$ cat src/rtl/spi_display_rx.sv
// spi_display_rx: SPI mode-0 target for the 4-wire ILI9341 display bus.
// Received bytes are tagged with D/C and a first-in-frame flag, then queued
// in a small FIFO behind a valid/ready interface.
module spi_display_rx #(
    parameter int unsigned DEPTH       = 4,
    parameter int unsigned SYNC_STAGES = 2
) (
    input  logic       clk,
    input  logic       rst,
    input  logic       spi_clk,
    input  logic       display_csb,
    input  logic       spi_mosi,
    input  logic       data_commandb,
    output logic [7:0] rx_data,
    output logic       rx_is_data,
    output logic       rx_first,
    output logic       rx_valid,
    input  logic       rx_ready,
    output logic       overflow,
    output logic       busy
);

    localparam int unsigned AW = (DEPTH > 1) ? $clog2(DEPTH) : 1;

    logic [SYNC_STAGES-1:0] sclk_sync;
    logic [SYNC_STAGES-1:0] csb_sync;
    logic [SYNC_STAGES-1:0] mosi_sync;
    logic [SYNC_STAGES-1:0] dc_sync;
    logic                   sclk_prev;
    logic                   csb_prev;

    logic sclk_s;
    logic csb_s;
    logic mosi_s;
    logic dc_s;
    logic sclk_rise;
    logic csb_rise;

    logic [2:0] bit_cnt;
    logic [7:0] shift;
    logic       first_pending;
    logic       push_req;
    logic [9:0] push_word;

    logic [9:0]  mem [DEPTH];
    logic [AW:0] wr_ptr;
    logic [AW:0] rd_ptr;
    logic        empty;
    logic        full;
    logic        pop;
    logic        do_push;

    // Synchronizer chains (reset to idle bus level) plus edge-detect history flops.
    always_ff @(posedge clk) begin
        if (rst) begin
            sclk_sync <= '0;
            csb_sync  <= '1;
            mosi_sync <= '0;
            dc_sync   <= '0;
            sclk_prev <= 1'b0;
            csb_prev  <= 1'b1;
        end else begin
            sclk_sync <= {sclk_sync[SYNC_STAGES-2:0], spi_clk};
            csb_sync  <= {csb_sync[SYNC_STAGES-2:0], display_csb};
            mosi_sync <= {mosi_sync[SYNC_STAGES-2:0], spi_mosi};
            dc_sync   <= {dc_sync[SYNC_STAGES-2:0], data_commandb};
            sclk_prev <= sclk_s;
            csb_prev  <= csb_s;
        end
    end

    assign sclk_s    = sclk_sync[SYNC_STAGES-1];
    assign csb_s     = csb_sync[SYNC_STAGES-1];
    assign mosi_s    = mosi_sync[SYNC_STAGES-1];
    assign dc_s      = dc_sync[SYNC_STAGES-1];
    assign sclk_rise = sclk_s & ~sclk_prev;
    assign csb_rise  = csb_s & ~csb_prev;

    // Bit assembly; a completed byte is staged in push_req/push_word for one
    // cycle before entering the FIFO, which sets the E+SYNC_STAGES+1 latency.
    always_ff @(posedge clk) begin
        if (rst) begin
            bit_cnt       <= '0;
            shift         <= '0;
            first_pending <= 1'b1;
            push_req      <= 1'b0;
            push_word     <= '0;
        end else begin
            push_req <= 1'b0;
            if (csb_rise) begin
                bit_cnt       <= '0;
                first_pending <= 1'b1;
            end else if (sclk_rise && !csb_s) begin
                shift   <= {shift[6:0], mosi_s};
                bit_cnt <= bit_cnt + 3'd1;
                if (bit_cnt == 3'd7) begin
                    push_req      <= 1'b1;
                    push_word     <= {first_pending, dc_s, shift[6:0], mosi_s};
                    first_pending <= 1'b0;
                end
            end
        end
    end

    assign empty   = (wr_ptr == rd_ptr);
    assign full    = (wr_ptr[AW] != rd_ptr[AW]) && (wr_ptr[AW-1:0] == rd_ptr[AW-1:0]);
    assign pop     = !empty && rx_ready;
    assign do_push = push_req && (!full || pop);

    // FIFO storage, pointers and sticky overflow.
    always_ff @(posedge clk) begin
        if (rst) begin
            wr_ptr   <= '0;
            rd_ptr   <= '0;
            overflow <= 1'b0;
            for (int unsigned i = 0; i < DEPTH; i++) begin
                mem[i] <= '0;
            end
        end else begin
            if (do_push) begin
                mem[wr_ptr[AW-1:0]] <= push_word;
                wr_ptr              <= wr_ptr + 1'b1;
            end
            if (pop) begin
                rd_ptr <= rd_ptr + 1'b1;
            end
            if (push_req && full && !pop) begin
                overflow <= 1'b1;
            end
        end
    end

    // Head-of-FIFO presentation and status outputs.
    always_comb begin
        {rx_first, rx_is_data, rx_data} = mem[rd_ptr[AW-1:0]];
        rx_valid = !empty;
        busy     = ~csb_s;
    end

endmodule

$ cat config.mk
export PLATFORM = sky130hd
export DESIGN_NAME = spi_display_rx
export DESIGN_NICKNAME = d
export VERILOG_FILES = /design/src/rtl/spi_display_rx.sv
export SDC_FILE = /design/constraint.sdc
export NUM_CORES = 1
export LEC_CHECK = 0
export ABC_CLOCK_PERIOD_IN_PS = 1700
export CAP_MARGIN = 0
export CORE_MARGIN = 2
export CORE_UTILIZATION = 52
export DETAILED_ROUTE_END_ITERATION = 16
export PLACE_DENSITY_LB_ADDON = 0.3
export SYNTH_ARGS = -nofsm -noshare
export SYNTH_HDL_FRONTEND = slang
export SYNTH_SLANG_ARGS = --single-unit
$ cat constraint.sdc
create_clock -name clk -period 1.7 [get_ports clk]
set_input_delay 0.51 -clock clk [delete_from_list [all_inputs] [get_ports clk]]
set_output_delay 0.51 -clock clk [all_outputs]
set_load 0.01 [all_outputs]
# Word level (Yosys, flattened, before mapping)
# Memories as Yosys holds them, arrays and structs flattened. A register that Yosys moved wholly into a read port is not among the register bits.
# Index checks and enable logic that the tools add are counted.
[totals]
inputBits = 7
ram_bits = 40
out_inout_bits = 13
register_bits = 39
memories = 1
word_cells = 57
[mem_list]
columns = ["memory", "depth", "width", "read_ports", "rd_clocked_by_memory_dff", "write_ports", "line_no", "text"]
rows = [
  ["mem", 4, 10, 1, 1, 4, "45", "logic [9:0] mem [DEPTH];"],
]
[classes]
n_addsub = 3
n_mux = 11
bitwise = 7
n_reduce_logical = 17
n_eq_ne = 4
[op_table]
columns = ["operator", "n"]
rows = [
  ["10-bit two-way mux", 1],
  ["10-bit OR reduction", 1],
  ["3-bit by 1-bit adder with 3-bit output, second input constant", 3],
  ["1-bit two-way mux", 7],
  ["1-bit logical AND", 6],
  ["2-bit two-way mux", 3],
  ["1-bit NOT", 5],
  ["1-bit zero test", 4],
  ["2-bit AND reduction", 2],
  ["3-bit equality test", 1],
  ["3-bit equality test, second input constant", 1],
  ["3-bit AND reduction", 1],
  ["3-bit OR reduction", 1],
  ["1-bit AND", 2],
  ["2-bit equality test", 1],
  ["2-bit OR reduction", 1],
  ["1-bit logical OR", 1],
  ["1-bit != test", 1],
]

# Longest topological paths before layout
# Gate-level depths: netlist of the first run.
[logic_depth]
ltp_word = 10
mapped_depth = 6
ltp_nobuf = 5

# Worst setup path after synthesis of the first run
# OpenSTA, ideal clock, no wires.
[synth_path]
path_kind = "register to register"
start = "register wr_ptr[0]"
end = "memory mem[3][0], enable pin"
setup_ns = 0.379
path_stages_with_launch = 4
arrival_ns = 1.412
n_path_buf = 0
path_slack_ns = -0.091
required_time_ns = 1.321
synth_period_minus_slack_ns = 1.791
cell_sequence = "dfxtp_1 xor2_2 o41ai_2 o21bai_1"
[synth_rtl]
columns = ["element", "line_no", "text"]
rows = [
  ["start: declaration", "46", "logic [AW:0] wr_ptr;"],
  ["start signal: assignment", "122", "wr_ptr <= wr_ptr + 1'b1;"],
  ["end: declaration", "45", ""],
]

==> results of run 1 <==
-- path summary, 6_finish.rpt --
path                                              from                 endpoint  depth (start not counted)
worst min register to register  csb_sync[0]$_SDFF_PP1_   csb_sync[1]$_SDFF_PP1_                          1
worst min-delay path            csb_sync[0]$_SDFF_PP1_   csb_sync[1]$_SDFF_PP1_                          1
worst max-delay path                         flip-flop               rx_data[1]                          3
worst max register to register  rd_ptr[0]$_SDFFE_PP0N_  mem[2][3]$_SDFFCE_PN0P_                          7
-- what timing repair did --
item | in CTS | in global routing
cloned | 6 | 2
setup buffers | 4 | 4
endpoints found under the hold margin | 0 | 0
pin swaps | 16 | 15
setup endpoints to repair | 94 | 93
gates resized for setup | 106 | 34
-- logic make-up after synthesis --
kind of cell | count (synthesis) | share of synthesized area, %
simple gates | 104 | 17.02
mux | 21 | 10.37
buf+inv | 13 | 1.702
flops | 81 | 62.51
fa+ha+maj | 4 | 1.547
compound gates | 20 | 4.217
xor+xnor | 8 | 2.631
-- worst max-delay path, stage by stage (launching register included) --
cell	delay, ns
dfxtp_4	0.38
buf_12	0.12
mux4_2	0.51
buf_6	0.14
-- cell usage in the layout (no fill, tap or decap), types with 2 or more instances in the layout --
| cell | Yosys | layout |
|---|---|---|
| a21oi_1 | 12 | 12 |
| and2_1 | 41 | 4 |
| and2_4 | 0 | 37 |
| buf_12 | 0 | 3 |
| buf_2 | 3 | 3 |
| buf_4 | 0 | 24 |
| buf_6 | 0 | 16 |
| clkbuf_8 | 0 | 9 |
| clkdlybuf4s50_1 | 0 | 4 |
| clkinv_2 | 0 | 2 |
| dfxtp_1 | 41 | 34 |
| dfxtp_2 | 0 | 4 |
| dfxtp_4 | 0 | 3 |
| dlygate4sd2_1 | 0 | 4 |
| edfxtp_1 | 40 | 40 |
| ha_1 | 4 | 4 |
| mux2i_1 | 11 | 11 |
| mux4_2 | 10 | 10 |
| nand2_1 | 23 | 23 |
| nor2_1 | 18 | 18 |
| nor2b_1 | 9 | 7 |
| nor2b_4 | 0 | 3 |
| nor3b_4 | 0 | 2 |
| o41ai_4 | 0 | 2 |
| or2_2 | 6 | 3 |
| or2_4 | 0 | 6 |
| or3_1 | 2 | 2 |
| xor2_1 | 4 | 4 |
-- power groups by stage --
stage	clock network [W]	logic, W	registers [W]
6_report	0.00118	0.000118	0.00210
4_1_cts	0.00121	0.000111	0.00211
3_5_place_dp	0	0.000109	0.00215
5_1_grt	0.00127	0.000128	0.00211
2_1_floorplan	0	0.0000587	0.00214
3_3_place_gp	0	0.000107	0.00215
-- state kept, by name, summed over array words and instances, names as in the netlist, named ones only --
| name | flops |
|---|---|
| dc_sync | 2 |
| rd_ptr | 3 |
| sclk_prev | 1 |
| shift | 7 |
| sclk_sync | 2 |
| overflow | 1 |
| push_word | 10 |
| mem | 40 |
| csb_sync | 2 |
| wr_ptr | 3 |
| csb_prev | 1 |
| mosi_sync | 2 |
| bit_cnt | 3 |
| first_pending | 1 |
| push_req | 1 |
-- stage by stage --
step                worst slack (ns)  utilization (%)  hold slack, ns  total power, W  instances
floorplan                   0.002895                -          0.3895        0.002202        251
global placement             -0.5372            61.81          0.3940        0.002259        357
detailed placement           -0.5749            61.81          0.3989        0.002263        357
CTS                          -0.3969            68.72          0.4172        0.003424        383
global route                 -0.3537            70.99          0.4341        0.003501        388
finish                       -0.3129            70.99          0.4128        0.003403        388
-- layer usage --
layer / up-vias / track usage (%) / part of all wire, %
li1: 988 / - / -
met1: 972 / 23.77 / 41
met2: 51 / 30.13 / 52
met3: 13 / 3.082 / 4.5
met4: 0 / 11.48 / 2.1
met5: - / 0 / 0
-- layout make-up --
type	instances	area (um^2)
multi-input combinational	161	1419
clock inverter	6	35.03
inverter	1	3.754
clock buffer	10	127.6
fill	424	1728
tap	75	93.84
timing repair buffer	54	510.5
sequential	81	2038
==> metrics.cfg, run 1 <==
[worst_setup_path]
required_ns = 1.19
reg2reg_slack_ns = -0.17
crit_path_end_kind = output port
criticalPathCategory = flip-flop to output port
startpoint_type = flip-flop
cp_data_arrival_time_ns = 1.50
cp_max_fo = 5

[status]
status = complete, but fails checks
violations = negative setup slack

[pwr]
p_clk_share_pct = 34.7
intPower_w = 0.002666
p_comb_share_pct = 3.5
power_per_cell_area_nw_per_um2 = 804.9
vdd_drop_max_mv = 0.5207
seq_power_share_pct = 61.8
p_leak_nw = 1.601
switchingPower_w = 0.0007374
sw_frac_of_total_pct = 21.67

[drt]
finalWirelength_um = 6212
drt_iter0_drc = 138
via_per_inst = 5.216
firstDrtPassIters = 4
postRouteAntennaNets = 0
wire_per_inst_um = 16.01
vias = 2024
drc = 0

[logic_synthesis]
syn_inst = 251
synth.cells.most_frequent = and2_1 (41), dfxtp_1 (41), edfxtp_1 (40)
avgSynthCellArea_um2 = 12.89
synth.top_cell.area_share_pct = 37.14
ys_ff_latch = 81
async_flop_share_pct = 0
syn_area_um2 = 3234
seq_area_frac_synth_pct = 62.51
yosys_warnings = 0
synthFlopType = dfxtp_1
synth_edf_count = 40
ys_top_cells_by_area = edfxtp_1 (37%), dfxtp_1 (25%), and2_1 (7.9%)
netlist-cell-type-count = 29
mappedNetlistNets = 262
yosysTopAreaCell = edfxtp_1

[floorplanning]
initial_core_util_pct = 54.31
fp.dieArea_um2 = 6867
ios = 20
row_count = 28
fp.dieH_um = 82.87
fp.coreArea_um2 = 5956
die_w_um = 82.87

[cts]
cts-buffers-inserted = 9
root_buffer = clkbuf_8
clock_sinks = 81
cts_tree = built
hold_buffers = 0
htreeDepth = 3
insertion_delay_ns = 0.35
clock_path_buffers = 2
clkSlewWorstSetupHoldPaths_ns = 0.08

[worst_hold_path]
hold_class = flip-flop to flip-flop

[timing]
min_period_over_period_pct = 118.4
setup_slack_ns = -0.3129
slew_viol_final = 0
rsz0062_at_grt = true
worstMarginPinSlew_ns = 0.4497
hold_viol_final = 0
finalSetupViolCount = 87
skew_ns = 0.008436
max_slew_margin_pct = 69.64
fmax_mhz = 496.8
tns_ns = -12.73
min_period_ns = 2.013

[grt]
grt_pass1_wl_um = 9908
grt_usage_pct = 18.74
grt_pass1_vias = 2021
grt_start_max_net_pins = 27
gr-total-overflow = 0
antenna_found_initial = 0

[finish]
syn_to_final_growth_pct = 30.72
drive_gt1_share_pct = 43.77
antenna-diode-count = 0
fin_nets = 319
fin_area_um2 = 4228

[placement]
portBuffers = 19
post-dp-hpwl_um = 3782
finalWeightedCongestion = 0.7778
placed_cell_area_um2 = 3681

[job]
drv_cap = 0

Power figures use the tool's default switching activity.
==> inputs of run 2 (changes only) <==
ABC_CLOCK_PERIOD_IN_PS = 2240   (was 1700)
CORE_UTILIZATION = 57   (was 52)
clock period = 2.24 ns   (was 1.7 ns; I/O delays follow)
==> run 2 against run 1 <==
  * The run now ends clean
  * Hold slack better by 0.0057 ns
  * Combinational power down 35%
  * Critical path depth unchanged
  * Design area down 11%
  * Wire length down 15%
==> metrics.cfg, run 2 (same netlist as run 1, synthesis figures left out) <==
[status]
status = complete, no violations  ; was complete, but fails checks

[drt]
firstDrtPassIters = 4  ; unchanged
drt_iter0_drc = 83  ; was 138
postRouteAntennaNets = 0  ; unchanged
finalWirelength_um = 5268  ; was 6212 um
wire_per_inst_um = 14.63  ; was 16.01 um
vias = 1829  ; was 2024
via_per_inst = 5.081  ; was 5.216
drc = 0  ; unchanged

[worst_setup_path]
cp_data_arrival_time_ns = 1.50  ; about the same
path_depth = 3  ; unchanged
cp_top_family = multiplexers  ; unchanged
crit_path_end_kind = output port  ; unchanged
criticalPathCategory = flip-flop to output port  ; unchanged
cp_max_fo = 10  ; was 5
slowest_stage = mux4_2  ; unchanged
required_ns = 1.57  ; was 1.19 ns
crit_chain = buf_12, mux4_2, buf_2  ; was buf_12, mux4_2, buf_6
r2r_cells = 4  ; was 7
worst-path-buf-inv = 2  ; unchanged
r2r_start = rd_ptr[1]$_SDFFE_PP0N_  ; was rd_ptr[0]$_SDFFE_PP0N_
startpoint_type = flip-flop  ; unchanged
max_stage_delay_ns = 0.51  ; about the same

[finish]
drive_gt1_share_pct = 22.22  ; was 43.77%
fin_nets = 294  ; was 319
final_common_cell = and2_1  ; was edfxtp_1
layout_common_cells = and2_1 (41), edfxtp_1 (40), dfxtp_1 (38)  ; was edfxtp_1 (40), and2_4 (37), dfxtp_1 (34)
seqCellArea_um2 = 2026  ; was 2038 um^2
antenna-diode-count = 0  ; unchanged
multi_input_area_um2 = 1162  ; was 1419 um^2
instances_no_fill = 360  ; was 388
largest_reg_flops = 40  ; unchanged
nFillCells = 392  ; was 424
reg.largest.list = mem: 40 flops, push_word: 10 flops, shift: 7 flops  ; unchanged
top_register = mem  ; unchanged
syn_to_final_growth_pct = 15.94  ; was 30.72%

[placement]
dpl.cell_count = 344  ; was 357
finalWeightedCongestion = 0.7881  ; was 0.7778
portBuffers = 19  ; unchanged
post-dp-hpwl_um = 3663  ; was 3782 um

[worst_hold_path]
hold_class = flip-flop to flip-flop  ; unchanged
hp-start = csb_sync[0]$_SDFF_PP1_  ; unchanged
whs_path_depth = 1  ; unchanged

[grt]
gr-total-overflow = 0  ; unchanged
grt_start_max_net_pins = 25  ; was 27
antenna_found_initial = 0  ; unchanged
grt_pass1_vias = 1787  ; was 2021
grt_usage_pct = 19.19  ; was 18.74%
grt_pass1_wl_um = 8728  ; was 9908 um

[cts]
hold_buffers = 0  ; unchanged
insertion_delay_ns = 0.34  ; was 0.35 ns
htreeDepth = 3  ; unchanged
cts_setup_buffers = 0  ; was 4
clock_path_buffers = 2  ; unchanged
root_buffer = clkbuf_8  ; unchanged
cts-buffers-inserted = 9  ; unchanged
cts_tree = built  ; unchanged
clkSlewWorstSetupHoldPaths_ns = 0.07  ; was 0.08 ns
clock_sinks = 81  ; unchanged

[timing]
min_period_over_period_pct = 97.09
slew_viol_final = 0  ; unchanged
skew_ns = 0.006308  ; was 0.008436 ns
rsz0062_at_grt = false  ; was true
worstMarginPinSlew_ns = 0.7475  ; was 0.4497 ns
hold_viol_final = 0  ; unchanged
finalSetupViolCount = 0  ; was 87
min_period_ns = 2.175
max_slew_margin_pct = 50.06  ; was 69.64%
fmax_mhz = 459.8

[pwr]
vdd_drop_max_mv = 0.5453  ; was 0.5207 mV
p_leak_nw = 1.407  ; was 1.601 nW
power_per_cell_area_nw_per_um2 = 730.0  ; was 804.9 nW/um^2
finalPower_w = 0.002738  ; was 0.003403 W

[floorplanning]
fp.dieH_um = 79.33  ; was 82.87 um
fp.coreArea_um2 = 5507  ; was 5956 um^2
ios = 20  ; unchanged
fp.dieArea_um2 = 6292  ; was 6867 um^2
initial_core_util_pct = 58.74  ; was 54.31%
die_w_um = 79.33  ; was 82.87 um
row_count = 27  ; was 28

[job]
drv_cap = 0  ; unchanged

run 2: changes by cell type in the layout (fill, tap and decap cells not counted), sizes merged:
cell and change:
clkinv -2, buf -23, dlygate4sd2 -4, bufinv +1, clkinvlp -2, clkbuf +5, nor2b -1, clkdlybuf4s50 +4
or2 -3
run 2: layer usage:
metal | up-vias | global-route usage (%) | routed length [um]
li1 | 934 | - | -
met1 | 857 | 23.51 | 2360
met2 | 29 | 30.93 | 2599
met3 | 9 | 6.250 | 199
met4 | 0 | 8.966 | 110
met5 | - | 0 | 0
run 2: worst paths after layout:
check / slack (ns) / to
worst max-delay path: 0.07 / rx_data[6]
worst max register to register: 0.43 / mem[2][1]$_SDFFCE_PN0P_
worst min-delay path: 0.42 / csb_sync[1]$_SDFF_PP1_
worst min register to register: 0.42 / csb_sync[1]$_SDFF_PP1_
run 2: what timing repair did:
item                                    4_1_cts  5_1_grt
endpoints found under the setup margin       11        2
gates cloned                                  0        0
gates resized for setup                      43        2
run 2: final cells by class:
cell class,count,share of cell area [%]
tap,72,2.402
inverter,1,0.1001
clock inverter,3,1.068
clock buffer,13,4.338
timing repair buffer,33,7.074
sequential,81,54.02
multi-input combinational,157,31.00
run 2: stage by stage:
| step | hold slack, ns | utilization, % | area [um^2] | TNS [ns] | worst slack (ns) |
|---|---|---|---|---|---|
| 6_report | 0.4185 | 68.10 | 3750 | 0 | 0.06525 |
| 5_1_grt | 0.4310 | 68.10 | 3750 | 0 | 0.004030 |
| 4_1_cts | 0.4228 | 68.28 | 3760 | -0.04129 | -0.04129 |
| 3_5_place_dp | 0.4062 | 65.35 | 3598 | -7.098 | -0.1912 |
| 3_3_place_gp | 0.3943 | 65.35 | 3598 | -5.194 | -0.1341 |
| 2_1_floorplan | 0.3895 | - | 3234 | 0 | 0.4407 |
run 2: power by group:
group | internal (W) | total (W) | switching (W) | leakage (nW)
logic | 0.0000367 | 0.0000769 | 0.0000401 | 0.571
registers | 0.00159 | 0.00160 | 0.0000123 | 0.730
clock network | 0.000585 | 0.00106 | 0.000476 | 0.107
==> inputs of run 3 (changes only) <==
--- a/config.mk
+++ b/config.mk
@@ -11,5 +11,5 @@
 export CORE_UTILIZATION = 57
 export DETAILED_ROUTE_END_ITERATION = 16
-export PLACE_DENSITY_LB_ADDON = 0.3
+export PLACE_DENSITY = 0.77
 export SYNTH_ARGS = -nofsm -noshare
 export SYNTH_HDL_FRONTEND = slang
==> constraint.sdc (replaced) <==
create_clock -name clk -period 2.24 [get_ports clk]
set_input_delay 0.672 -clock clk [delete_from_list [all_inputs] [get_ports clk]]
set_output_delay 0.672 -clock clk [all_outputs]
set_load 0.02 [all_outputs]
==> run 3 against run 2 <==
  * Die area is the same
  * Clock power grew 19%
  * Global-route usage shrank 0.094 points
  * Register-to-register slack lost 0.10 ns
  * Sequential power is essentially flat
  * Clock skew grew 0.0018 ns
  * Wire length shrank 1.2%
  * First-iteration DRC count grew 24%
  * Utilization grew 0.73 points
  * Maximum frequency shrank 0.28%
  * Combinational power grew 4.9%
  * Design area grew 1.1%
==> metrics.cfg, run 3 (same netlist as run 1, synthesis figures left out) <==
[finish]
largest_reg_flops = 40  ; unchanged
syn_to_final_growth_pct = 17.18  ; was 15.94%
fin_nets = 295  ; was 294
drive_gt1_share_pct = 22.84  ; was 22.22%
final_common_cell = and2_1  ; unchanged
top_register = mem  ; unchanged
layout_common_cells = and2_1 (41), edfxtp_1 (40), dfxtp_1 (38)  ; unchanged
reg.largest.list = mem: 40 flops, push_word: 10 flops, shift: 7 flops  ; unchanged
antenna-diode-count = 0  ; unchanged

[worst_setup_path]
required_ns = 1.57  ; about the same
crit_path_end_kind = output port  ; unchanged
cp_data_arrival_time_ns = 1.51  ; was 1.50 ns
startpoint_type = flip-flop  ; unchanged
cp_max_fo = 10  ; unchanged
slowest_stage = mux4_2  ; unchanged
criticalPathCategory = flip-flop to output port  ; unchanged
max_stage_delay_ns = 0.50  ; was 0.51 ns
crit_chain = buf_12, mux4_2, buf_2  ; unchanged

[floorplanning]
fp.dieH_um = 79.33  ; unchanged
die_w_um = 79.33  ; unchanged
initial_core_util_pct = 58.74  ; unchanged
fp.dieArea_um2 = 6292  ; unchanged
ios = 20  ; unchanged
fp.coreArea_um2 = 5507  ; unchanged
row_count = 27  ; unchanged

[timing]
whs_ns = 0.4152  ; was 0.4185 ns
slew_viol_final = 0  ; unchanged
skew_ns = 0.008098  ; was 0.006308 ns
rsz0062_at_grt = true  ; was false
finalSetupViolCount = 0  ; unchanged
hold_viol_final = 0  ; unchanged
max_slew_margin_pct = 57.86  ; was 50.06%
worstMarginPinSlew_ns = 0.6308  ; was 0.7475 ns
min_period_over_period_pct = 97.36  ; was 97.09%
fmax_mhz = 458.5  ; was 459.8 MHz
min_period_ns = 2.181  ; was 2.175 ns

[status]
status = complete, no violations  ; unchanged

[drt]
drt_iter0_drc = 103  ; was 83
finalWirelength_um = 5204  ; was 5268 um
postRouteAntennaNets = 0  ; unchanged
drc = 0  ; unchanged
wire_per_inst_um = 14.42  ; was 14.63 um
via_per_inst = 5.061  ; was 5.081
vias = 1827  ; was 1829
firstDrtPassIters = 4  ; unchanged

[cts]
clkSlewWorstSetupHoldPaths_ns = 0.08  ; was 0.07 ns
root_buffer = clkbuf_8  ; unchanged
cts_tree = built  ; unchanged
clock_path_buffers = 2  ; unchanged
clock_sinks = 81  ; unchanged
htreeDepth = 3  ; unchanged
cts-buffers-inserted = 9  ; unchanged
insertion_delay_ns = 0.34  ; about the same
cts_setup_buffers = 0  ; unchanged
hold_buffers = 0  ; unchanged

[pwr]
vdd_drop_max_mv = 0.6984  ; was 0.5453 mV
p_leak_nw = 1.427  ; was 1.407 nW
finalPower_w = 0.002939  ; was 0.002738 W
power_per_cell_area_nw_per_um2 = 775.6  ; was 730.0 nW/um^2

[grt]
grt_usage_pct = 19.10  ; was 19.19%
grt_start_max_net_pins = 41  ; was 25
grt_pass1_wl_um = 8825  ; was 8728 um
gr-total-overflow = 0  ; unchanged
grt_pass1_vias = 1821  ; was 1787
antenna_found_initial = 0  ; unchanged

[worst_hold_path]
hold_class = flip-flop to flip-flop  ; unchanged

[job]
drv_cap = 0  ; unchanged

[placement]
post-dp-hpwl_um = 3587  ; was 3663 um
portBuffers = 19  ; unchanged
finalWeightedCongestion = 0.7470  ; was 0.7881

[run 3: changes by cell type in the layout (fill, tap and decap cells not counted)]
cell             previous run  this run
buf_12                      2         1
buf_2                       9        10
buf_4                      12        14
bufinv_16                   1         3
clkbuf_1                    1         0
clkbuf_2                    2         0
clkbuf_4                    1         0
clkbuf_8                   11         9
clkdlybuf4s15_2             0         1
clkinv_4                    0         1
inv_6                       0         1
[run 3: metrics by stage]
stage	utilization, %	TNS, ns	instances	setup WS, ns	area, um^2
global route	68.83	-0.003359	361	-0.003123	3790
finish	68.83	0	361	0.05920	3790
global placement	65.26	-5.216	345	-0.1371	3593
floorplan	-	0	251	0.4013	3234
detailed placement	65.26	-6.253	345	-0.1635	3593
CTS	68.76	0	361	0.006433	3786
[run 3: cell type report]
cell class,instances,area (um^2)
repair buffers,34,266.5
well taps,72,90.09
clock buffers,9,123.9
inverters,1,3.754
multi-input cells,157,1162
fillers,394,1717
clock inverters,7,117.6
flip-flops and latches,81,2026
[run 3: report_power, final]
group          switching (W)   total, W  internal [W]  leakage [nW]
clock network       0.000518    0.00126      0.000742         0.124
registers          0.0000125    0.00160       0.00159         0.730
logic              0.0000451  0.0000807     0.0000356         0.573
total               0.000575    0.00294       0.00236          1.43
[run 3: per-layer routing]
layer	global-route usage, %	share of wire [%]	vias to the layer above
li1	-	-	936
met1	24.15	46	856
met2	31.61	50	28
met3	5.114	3.1	7
met4	7.241	1.1	0
met5	0	0	-
[run 3: final timing paths]
check | endpoint | startpoint | cells after the start | slack [ns]
setup / recovery | rx_data[5] | flip-flop | 3 | 0.06
hold / removal | csb_sync[1]$_SDFF_PP1_ | csb_sync[0]$_SDFF_PP1_ | 1 | 0.42
hold reg to reg | csb_sync[1]$_SDFF_PP1_ | csb_sync[0]$_SDFF_PP1_ | 1 | 0.42
setup reg to reg | mem[1][7]$_SDFFCE_PN0P_ | rd_ptr[1]$_SDFFE_PP0N_ | 5 | 0.33
[run 3: worst max-delay path, delay by kind of cell (launching register included)]
kind | cells | cell delay, ns
buffers and inverters | 2 | 0.31
DFF | 1 | 0.34
muxes | 1 | 0.50
[run 3: timing repair]
action                                  4_1_cts  5_1_grt
gates cloned                                  0        0
hold endpoints to repair                      0        0
endpoints found under the setup margin       11       11
resized for setup                            43        3
